--- config.mk ---
export PLATFORM = sky130hd
export DESIGN_NAME = ttt_board
export DESIGN_NICKNAME = d
export VERILOG_FILES = /design/src/rtl/ttt_pkg.sv /design/src/rtl/ttt_cell.sv /design/src/rtl/ttt_board.sv
export SDC_FILE = /design/constraint.sdc
export NUM_CORES = 1
export LEC_CHECK = 0
export BUFFER_PORTS_ARGS = -buffer_cell sky130_fd_sc_hd__buf_2
export CAP_MARGIN = 20
export CORE_UTILIZATION = 25
export CTS_BUF_LIST = sky130_fd_sc_hd__clkbuf_4 sky130_fd_sc_hd__clkbuf_8 sky130_fd_sc_hd__clkbuf_16
export CTS_CLUSTER_SIZE = 12
export DETAILED_ROUTE_END_ITERATION = 12
export GPL_TIMING_DRIVEN = 0
export PLACE_DENSITY = 0.44
export SKIP_CTS_REPAIR_TIMING = 1
export SLEW_MARGIN = 5
export SYNTH_ARGS = -nofsm -noshare
export SYNTH_HDL_FRONTEND = slang
export SYNTH_SLANG_ARGS = --single-unit
--- constraint.sdc ---
create_clock -name clk -period 5.65 [get_ports clk]
set_clock_uncertainty 0.2 [all_clocks]
set_input_delay 0.2825 -clock clk [delete_from_list [all_inputs] [get_ports clk]]
set_output_delay 0.2825 -clock clk [all_outputs]
set_load 0.005 [all_outputs]
--- src/rtl/ttt_pkg.sv ---
// Shared constants, win-line table and coordinate decode for the tic-tac-toe core.
package ttt_pkg;

  localparam int unsigned CELLS = 9;
  localparam int unsigned LINES = 8;

  localparam logic [1:0] GS_PLAY = 2'b00;
  localparam logic [1:0] GS_XWIN = 2'b01;
  localparam logic [1:0] GS_OWIN = 2'b10;
  localparam logic [1:0] GS_DRAW = 2'b11;

  localparam logic SYM_X = 1'b1;
  localparam logic SYM_O = 1'b0;

  localparam logic [3:0] IDX_NONE = 4'hF;

  // Cell indices of the eight winning lines: rows, columns, diagonals.
  localparam logic [3:0] WIN_LINE [LINES][3] = '{
    '{4'd0, 4'd1, 4'd2},
    '{4'd3, 4'd4, 4'd5},
    '{4'd6, 4'd7, 4'd8},
    '{4'd0, 4'd3, 4'd6},
    '{4'd1, 4'd4, 4'd7},
    '{4'd2, 4'd5, 4'd8},
    '{4'd0, 4'd4, 4'd8},
    '{4'd2, 4'd4, 4'd6}
  };

  // Map (row, col) to a cell index; coordinate 3 selects nothing.
  function automatic logic [3:0] rc_to_index(input logic [1:0] row, input logic [1:0] col);
    if (row == 2'd3 || col == 2'd3) return IDX_NONE;
    return 4'(4'(row) * 4'd3) + 4'(col);
  endfunction

endpackage

--- src/rtl/ttt_cell.sv ---
// One write-once board cell: first set after reset captures the owner.
module ttt_cell (
  input  logic clk,
  input  logic reset,
  input  logic set,
  input  logic set_symbol,
  output logic valid,
  output logic symbol
);

  // Capture owner on the first set; later sets are ignored until reset.
  always_ff @(posedge clk) begin
    if (reset) begin
      valid  <= 1'b0;
      symbol <= 1'b0;
    end else if (set && !valid) begin
      valid  <= 1'b1;
      symbol <= set_symbol;
    end
  end

endmodule

--- src/rtl/ttt_board.sv ---
// Tic-tac-toe game core: move decode/acceptance, board, turn and win/draw state.
module ttt_board
  import ttt_pkg::*;
#(
  parameter logic X_FIRST = 1'b1
) (
  input  logic       clk,
  input  logic       reset,
  input  logic       set,
  input  logic [1:0] row,
  input  logic [1:0] col,
  output logic [8:0] valid,
  output logic [8:0] symbol,
  output logic [1:0] game_state,
  output logic       turn,
  output logic       move_err
);

  logic [3:0] idx_c;
  logic [8:0] sel_c;
  logic [8:0] next_valid_c;
  logic [8:0] next_symbol_c;
  logic       accept_c;
  logic       won_c;
  logic [1:0] eval_c;

  // Decode the request, decide acceptance and score the board as it will be after this edge.
  always_comb begin
    idx_c         = rc_to_index(row, col);
    sel_c         = (idx_c == IDX_NONE) ? 9'h000 : (9'h001 << idx_c);
    accept_c      = set && (game_state == GS_PLAY) && ((sel_c & ~valid) != 9'h000);
    next_valid_c  = valid | (accept_c ? sel_c : 9'h000);
    next_symbol_c = symbol | ((accept_c && turn == SYM_X) ? sel_c : 9'h000);
    won_c         = 1'b0;
    for (int l = 0; l < int'(LINES); l++) begin
      if (next_valid_c[WIN_LINE[l][0]] && next_valid_c[WIN_LINE[l][1]] &&
          next_valid_c[WIN_LINE[l][2]] &&
          next_symbol_c[WIN_LINE[l][0]] == next_symbol_c[WIN_LINE[l][1]] &&
          next_symbol_c[WIN_LINE[l][1]] == next_symbol_c[WIN_LINE[l][2]]) begin
        won_c = 1'b1;
      end
    end
    if (won_c)              eval_c = (turn == SYM_X) ? GS_XWIN : GS_OWIN;
    else if (&next_valid_c) eval_c = GS_DRAW;
    else                    eval_c = GS_PLAY;
  end

  // Board storage; only the selected cell sees a set, and only on an accepted move.
  for (genvar i = 0; i < int'(CELLS); i++) begin : g_cell
    ttt_cell u_cell (
      .clk        (clk),
      .reset      (reset),
      .set        (accept_c && sel_c[i]),
      .set_symbol (turn),
      .valid      (valid[i]),
      .symbol     (symbol[i])
    );
  end

  // Game state, turn and rejection pulse; a decided game freezes turn and state.
  always_ff @(posedge clk) begin
    if (reset) begin
      game_state <= GS_PLAY;
      turn       <= X_FIRST;
      move_err   <= 1'b0;
    end else begin
      move_err <= set && !accept_c;
      if (accept_c) begin
        turn       <= ~turn;
        game_state <= eval_c;
      end
    end
  end

endmodule

Yosys cells after proc, flatten, opt, wreduce, memory -nomap -nowiden
Cells that the tools add are included.
- output and inout port bits: 22
- input bits: 7
- register bits: 22
- equal/unequal tests: 19
- bitwise operators: 5
- reductions and logical operators: 68
- add/sub/neg operators: 1
- multiply operators: 1
- shift operators: 1
- multiplexer cells: 17
- operator list (cell ; number):
    $logic_and A1 B1 Y1 ; 54
    $mux W9 ; 3
    $or A9 B9 Y9 ; 2
    $eq A1 B1 Y1 ; 16
    $logic_not A1 Y1 ; 10
    $and A9 B9 Y9 ; 1
    $mux W1 ; 9
    $not A9 Y9 ; 1
    $reduce_and A9 Y1 ; 1
    $reduce_bool A9 Y1 ; 1
    $shl A1 B4 Y9 const A ; 1
    $mux W4 ; 2
    $mux W2 ; 3
    $add A4 B2 Y4 ; 1
    $eq A2 B2 Y1 const B ; 2
    $eq A4 B4 Y1 const B ; 1
    $mul A2 B2 Y4 const B ; 1
    $logic_not A2 Y1 ; 1
    $logic_or A1 B1 Y1 ; 1
    $not A1 Y1 ; 1

Longest topological paths before layout
- depth after elaboration: 24
- gate-level depth with buffers: 13
- mapped depth without buffers: 12

Hierarchy
From an unflattened synthesis, not the netlist that was laid out.
- cell total of the unflattened synthesis: 212
- area, all modules: 1739.2 um2
- modules (own cells, without submodules) (module ; instances ; cells each ; sequential area each (um2) ; area an instance (um2)):
    ttt_board ; 1 ; 140 ; 80.1 ; 1052.3
    ttt_cell ; 9 ; 8 ; 40.0 ; 76.3

Worst setup path before layout
No wires, ideal clock.
- path type: input port to flip-flop
- from: input port row[0]
- to: register game_state[0]
- data required time: 5328 ps
- stages: 11
- setup slack: 1634 ps
- setup time: 122 ps
- data arrival time: 3694 ps
- cell sequence: fa_1 > ha_1 > fa_1 > buf_6 > a2111o_1 > nor3b_2 > a31oi_2 > a211o_1 > a2111o_1 > or3_1 > a221o_1
- longest elaborated chain between the ends: 24
- elaborated cells between the ends (all ways): 76
- RTL lines (element ; RTL line ; RTL):
    start: declaration ; ttt_board.sv:10 ; input logic [1:0] row,
    branches (longest 3 deep; another with $mul A2 B2 Y4) ; - ;
    $mux W4 * ; ttt_pkg.sv:32 ; return 4'(4'(row) * 4'd3) + 4'(col);
    $eq A4 B4 Y1 / $shl A1 B4 Y9 (equally long branches) ; ttt_board.sv:30 ; sel_c = (idx_c == IDX_NONE) ? 9'h000 : (9'h001 << idx_c);
    $mux W9 * ; ttt_board.sv:30 ;
    $and A9 B9 Y9 ; ttt_board.sv:31 ; accept_c = set && (game_state == GS_PLAY) && ((sel_c & ~valid) != 9'h000);
    $reduce_bool A9 Y1 ; ttt_board.sv:31 ;
    $logic_and A1 B1 Y1 ; ttt_board.sv:31 ;
    $logic_and A1 B1 Y1 / $mux W9 (equally long branches) ; ttt_board.sv:33, ttt_board.sv:32 ;
    $mux W9 / $or A9 B9 Y9 (equally long branches) ; ttt_board.sv:33, ttt_board.sv:32 ;
    $or A9 B9 Y9 / $logic_and A1 B1 Y1 (equally long branches) ; ttt_board.sv:33, ttt_board.sv:36 ;
    $eq A1 B1 Y1 / $logic_and A1 B1 Y1 (equally long branches) ; ttt_board.sv:38, ttt_board.sv:36 ;
    $logic_and A1 B1 Y1 ; ttt_board.sv:37 ; next_valid_c[WIN_LINE[l][2]] &&
    $logic_and A1 B1 Y1 ; ttt_board.sv:38 ; next_symbol_c[WIN_LINE[l][0]] == next_symbol_c[WIN_LINE[l][1]] &&
    $mux W1 (8 in series) ; ttt_board.sv:36 ; if (next_valid_c[WIN_LINE[l][0]] && next_valid_c[WIN_LINE[l][1]] &&
    $mux W2 ; ttt_board.sv:43 ; if (won_c) eval_c = (turn == SYM_X) ? GS_XWIN : GS_OWIN;
    end signal: assignment ; ttt_board.sv:70 ; game_state <= eval_c;
    end: declaration ; ttt_board.sv:14 ; output logic [1:0] game_state,
Every way passes the cells marked *.
A chain may end at the register's enable or synchronous reset.

Final worst setup path
- from: input port row[0]
- to: register game_state[1]
Same word-level chain as after synthesis.

==> summary.md <==
| Metric | Value |
|---|---|
| Syn nets | `between 200 and 250` |
| Final setup fails | `0` |
| Initial Util | `25.8%` |
| Cells after Synth | `between 200 and 250` |
| Critical path arrival | `4.36 ns` |
| Clk_lat worst skew | `0.27 ns` |
| Total GRT Usage | `15.4%` |
| Root Driver | `clkbuf_8` |
| Crit path max fanout | `7` |
| Via count | `1,730` |
| Area Growth Syn to Fin | `17.8%` |
| Pleak | `0.848 nW` |
| Fraction of layout cells with a size suffix above 1 | `between 20% and 30%` |
| TritonCTS clock tree | `yes` |
| Total negative slack | `0 ns` |
| Die area | `7320 µm²` |
| Post-route minimum period | `between 4 and 5 ns` |
| Worst slew pin tran | `0.681 ns` |
| Post-synthesis average cell area | `slightly above 8 µm²` |
| Status | `finished, final reports clean` |
| Max Freq | `0.228 GHz` |
| First-pass GRT wire length | `between 8 and 9 mm` |
| Die height | `85.6 µm` |
| Via density per instance | `5.32` |
| Number of routed nets with antenna violations | `0` |
| Vias in the first global route | `1,704` |
| Seq/Total Area, Yosys | `25.2%` |
| Worst min-delay path category | `in2reg` |
| Max VDD drop | `between 0.08 and 0.09 mV` |
| Number of diodes | `0` |
| Library cells used by synthesis | `between 50 and 60` |
| Final Max Tran Viols | `0` |
| Post-synth EDFFs | `0` |
| Pwr Density | `222 nW/µm²` |
| Relative slew slack | `around 53%` |
| Leading cell types in the layout, fill and taps excluded | `nor2_1 (33), buf_2 (28), dfxtp_1 (22), buf_4 (18), a21oi_1 (16)` |
| Netlist area before placement | `1750 µm²` |
| Inserted Clock Buffers | `3` |
| H-tree depth | `1` |
| Clock tree buffer depth | `2` |
| Async S/R FF share, synth | `0%` |
| WP data required | `5.62 ns` |
| GR Overflow Total | `0` |
| Routed WL per cell | `16.5 µm` |
| Commonest non-fill, non-tap cell in the layout | `nor2_1` |
| WHS | `between 0.04 and 0.05 ns` |
| Total core area | `6760 µm²` |
| Final GP Congestion | `slightly below 0.9` |
| WS Path Type | `in2reg` |
| #FFs+latches synth | `22` |
| Initial antenna violation count | `0` |
| Initial DRC Count | `193` |
| Most used DFF post-synth | `dfxtp_1` |
| Yosys Warn Count | `0` |
| Die W | `85.6 µm` |
| Max_cap viols | `0` |
| Largest net degree at the start of global routing | `14` |
| Crit end category | `register` |
| Placed wire-length estimate | `4.11 mm` |
| CP Launch Type | `primary input` |
| RSZ-0062 raised after global routing | `false` |
| Tcrit/Tclk final | `between 70 and 80%` |
| Rows | `30` |
| CTS Sinks | `22` |
| I/O pin cnt | `29` |
| DRC viols | `0` |
| Final Hold Violating Endpoints | `0` |
| Port-buffer cells | `28` |
| First drt pass iteration count | `4` |
| Layout Nets | `about 260` |
| Wirelength, routed | `5.37 mm` |
| Clock Pin Slew Worst Setup and Hold Paths | `approximately 0.09 ns` |
layer usage:
| metal | share of wire (%) | vias up | track usage [%] |
|---|---|---|---|
| met3 | 4.0 | 6 | 1.83 |
| met2 | 44 | 50 | 24.1 |
| met4 | 0.86 | 0 | 3.48 |
| met5 | 0 | - | 0 |
| li1 | - | 849 | - |
| met1 | 51 | 825 | 22.5 |
stage by stage:
stage                     power (mW)  worst slack (ns)  cell area [µm²]  util [%]  std cells
after global routing           0.484             0.913             2060      30.4        325
final                          0.456              1.26             2060      30.4        325
after CTS                      0.459              1.28             2060      30.4        325
after floorplan                0.264              1.63             1750         -        213
after global placement         0.305             0.966             1990      29.4        321
after detailed placement       0.303             0.984             1990      29.4        321
cells by family (layout without fill, tap and decap cells):
group	after synthesis	count (layout)	synth area share (%)
flip-flops	22	22	25.2
adder cells (fa/ha/maj)	5	5	4.44
AO/OA/AOI/OAI	65	65	28.4
AND/OR/NAND/NOR	82	82	25.7
multiplexers	8	8	4.66
buffers and inverters	31	63	11.5
synthesized netlist by cell type (all sizes together), types with 4 or more instances:
library cell	count	area, µm²
a21oi	17	88.8
o211ai	6	50.1
clkbuf	5	21.3
nor3	5	35.0
nor2	33	124
buf	20	158
a31oi	6	43.8
dfxtp	22	440
o21ai	5	28.8
nor3b	6	60.1
inv	6	22.5
a2111oi	6	58.8
nand3	5	25.0
a211oi	4	30.0
nand2	13	56.3
mux2i	7	70.1
sequential cells by signal (all words and copies together) (netlist names):
register              cells
g_cell.u_cell.symbol      9
g_cell.u_cell.valid       9
game_state                2
move_err                  1
turn                      1
critical path, cell delays in order:
cell and delay (ns):
buf_2 0.13, fa_1 0.47, ha_1 0.22, fa_1 0.47
a211oi_1 0.55, nand4b_1 0.25, and2_1 0.25, a21oi_1 0.44
a21oi_1 0.26, a2111oi_0 0.50, a2111o_1 0.21, nor4_1 0.07
a221o_1 0.26
final timing paths:
kind / start / slack, ns / endpoint / cells past startpoint
hold reg to reg: g_cell[8].u_cell.symbol / 0.29 / g_cell[8].u_cell.symbol / 2
setup reg to reg: game_state[1] / 2.40 / game_state[1] / 9
hold / removal: set / 0.05 / move_err / 2
setup / recovery: row[0] / 1.26 / game_state[1] / 13
power breakdown:
group          switching, mW  total (mW)  internal, mW
registers            0.00530       0.165         0.159
clock network         0.0599       0.155        0.0948
logic                 0.0896       0.137        0.0473
total                  0.155       0.456         0.302
cell type report:
type	instances	area, µm²
Buffer	25	179
Clock buffer	3	41.3
Clock inverter	1	30.0
Fill cell	761	4700
Inverter	6	22.5
Multi-Input combinational cell	160	1100
Sequential cell	22	440
Tap cell	80	100
Timing Repair Buffer	28	140
Power figures use the tool's default switching activity.
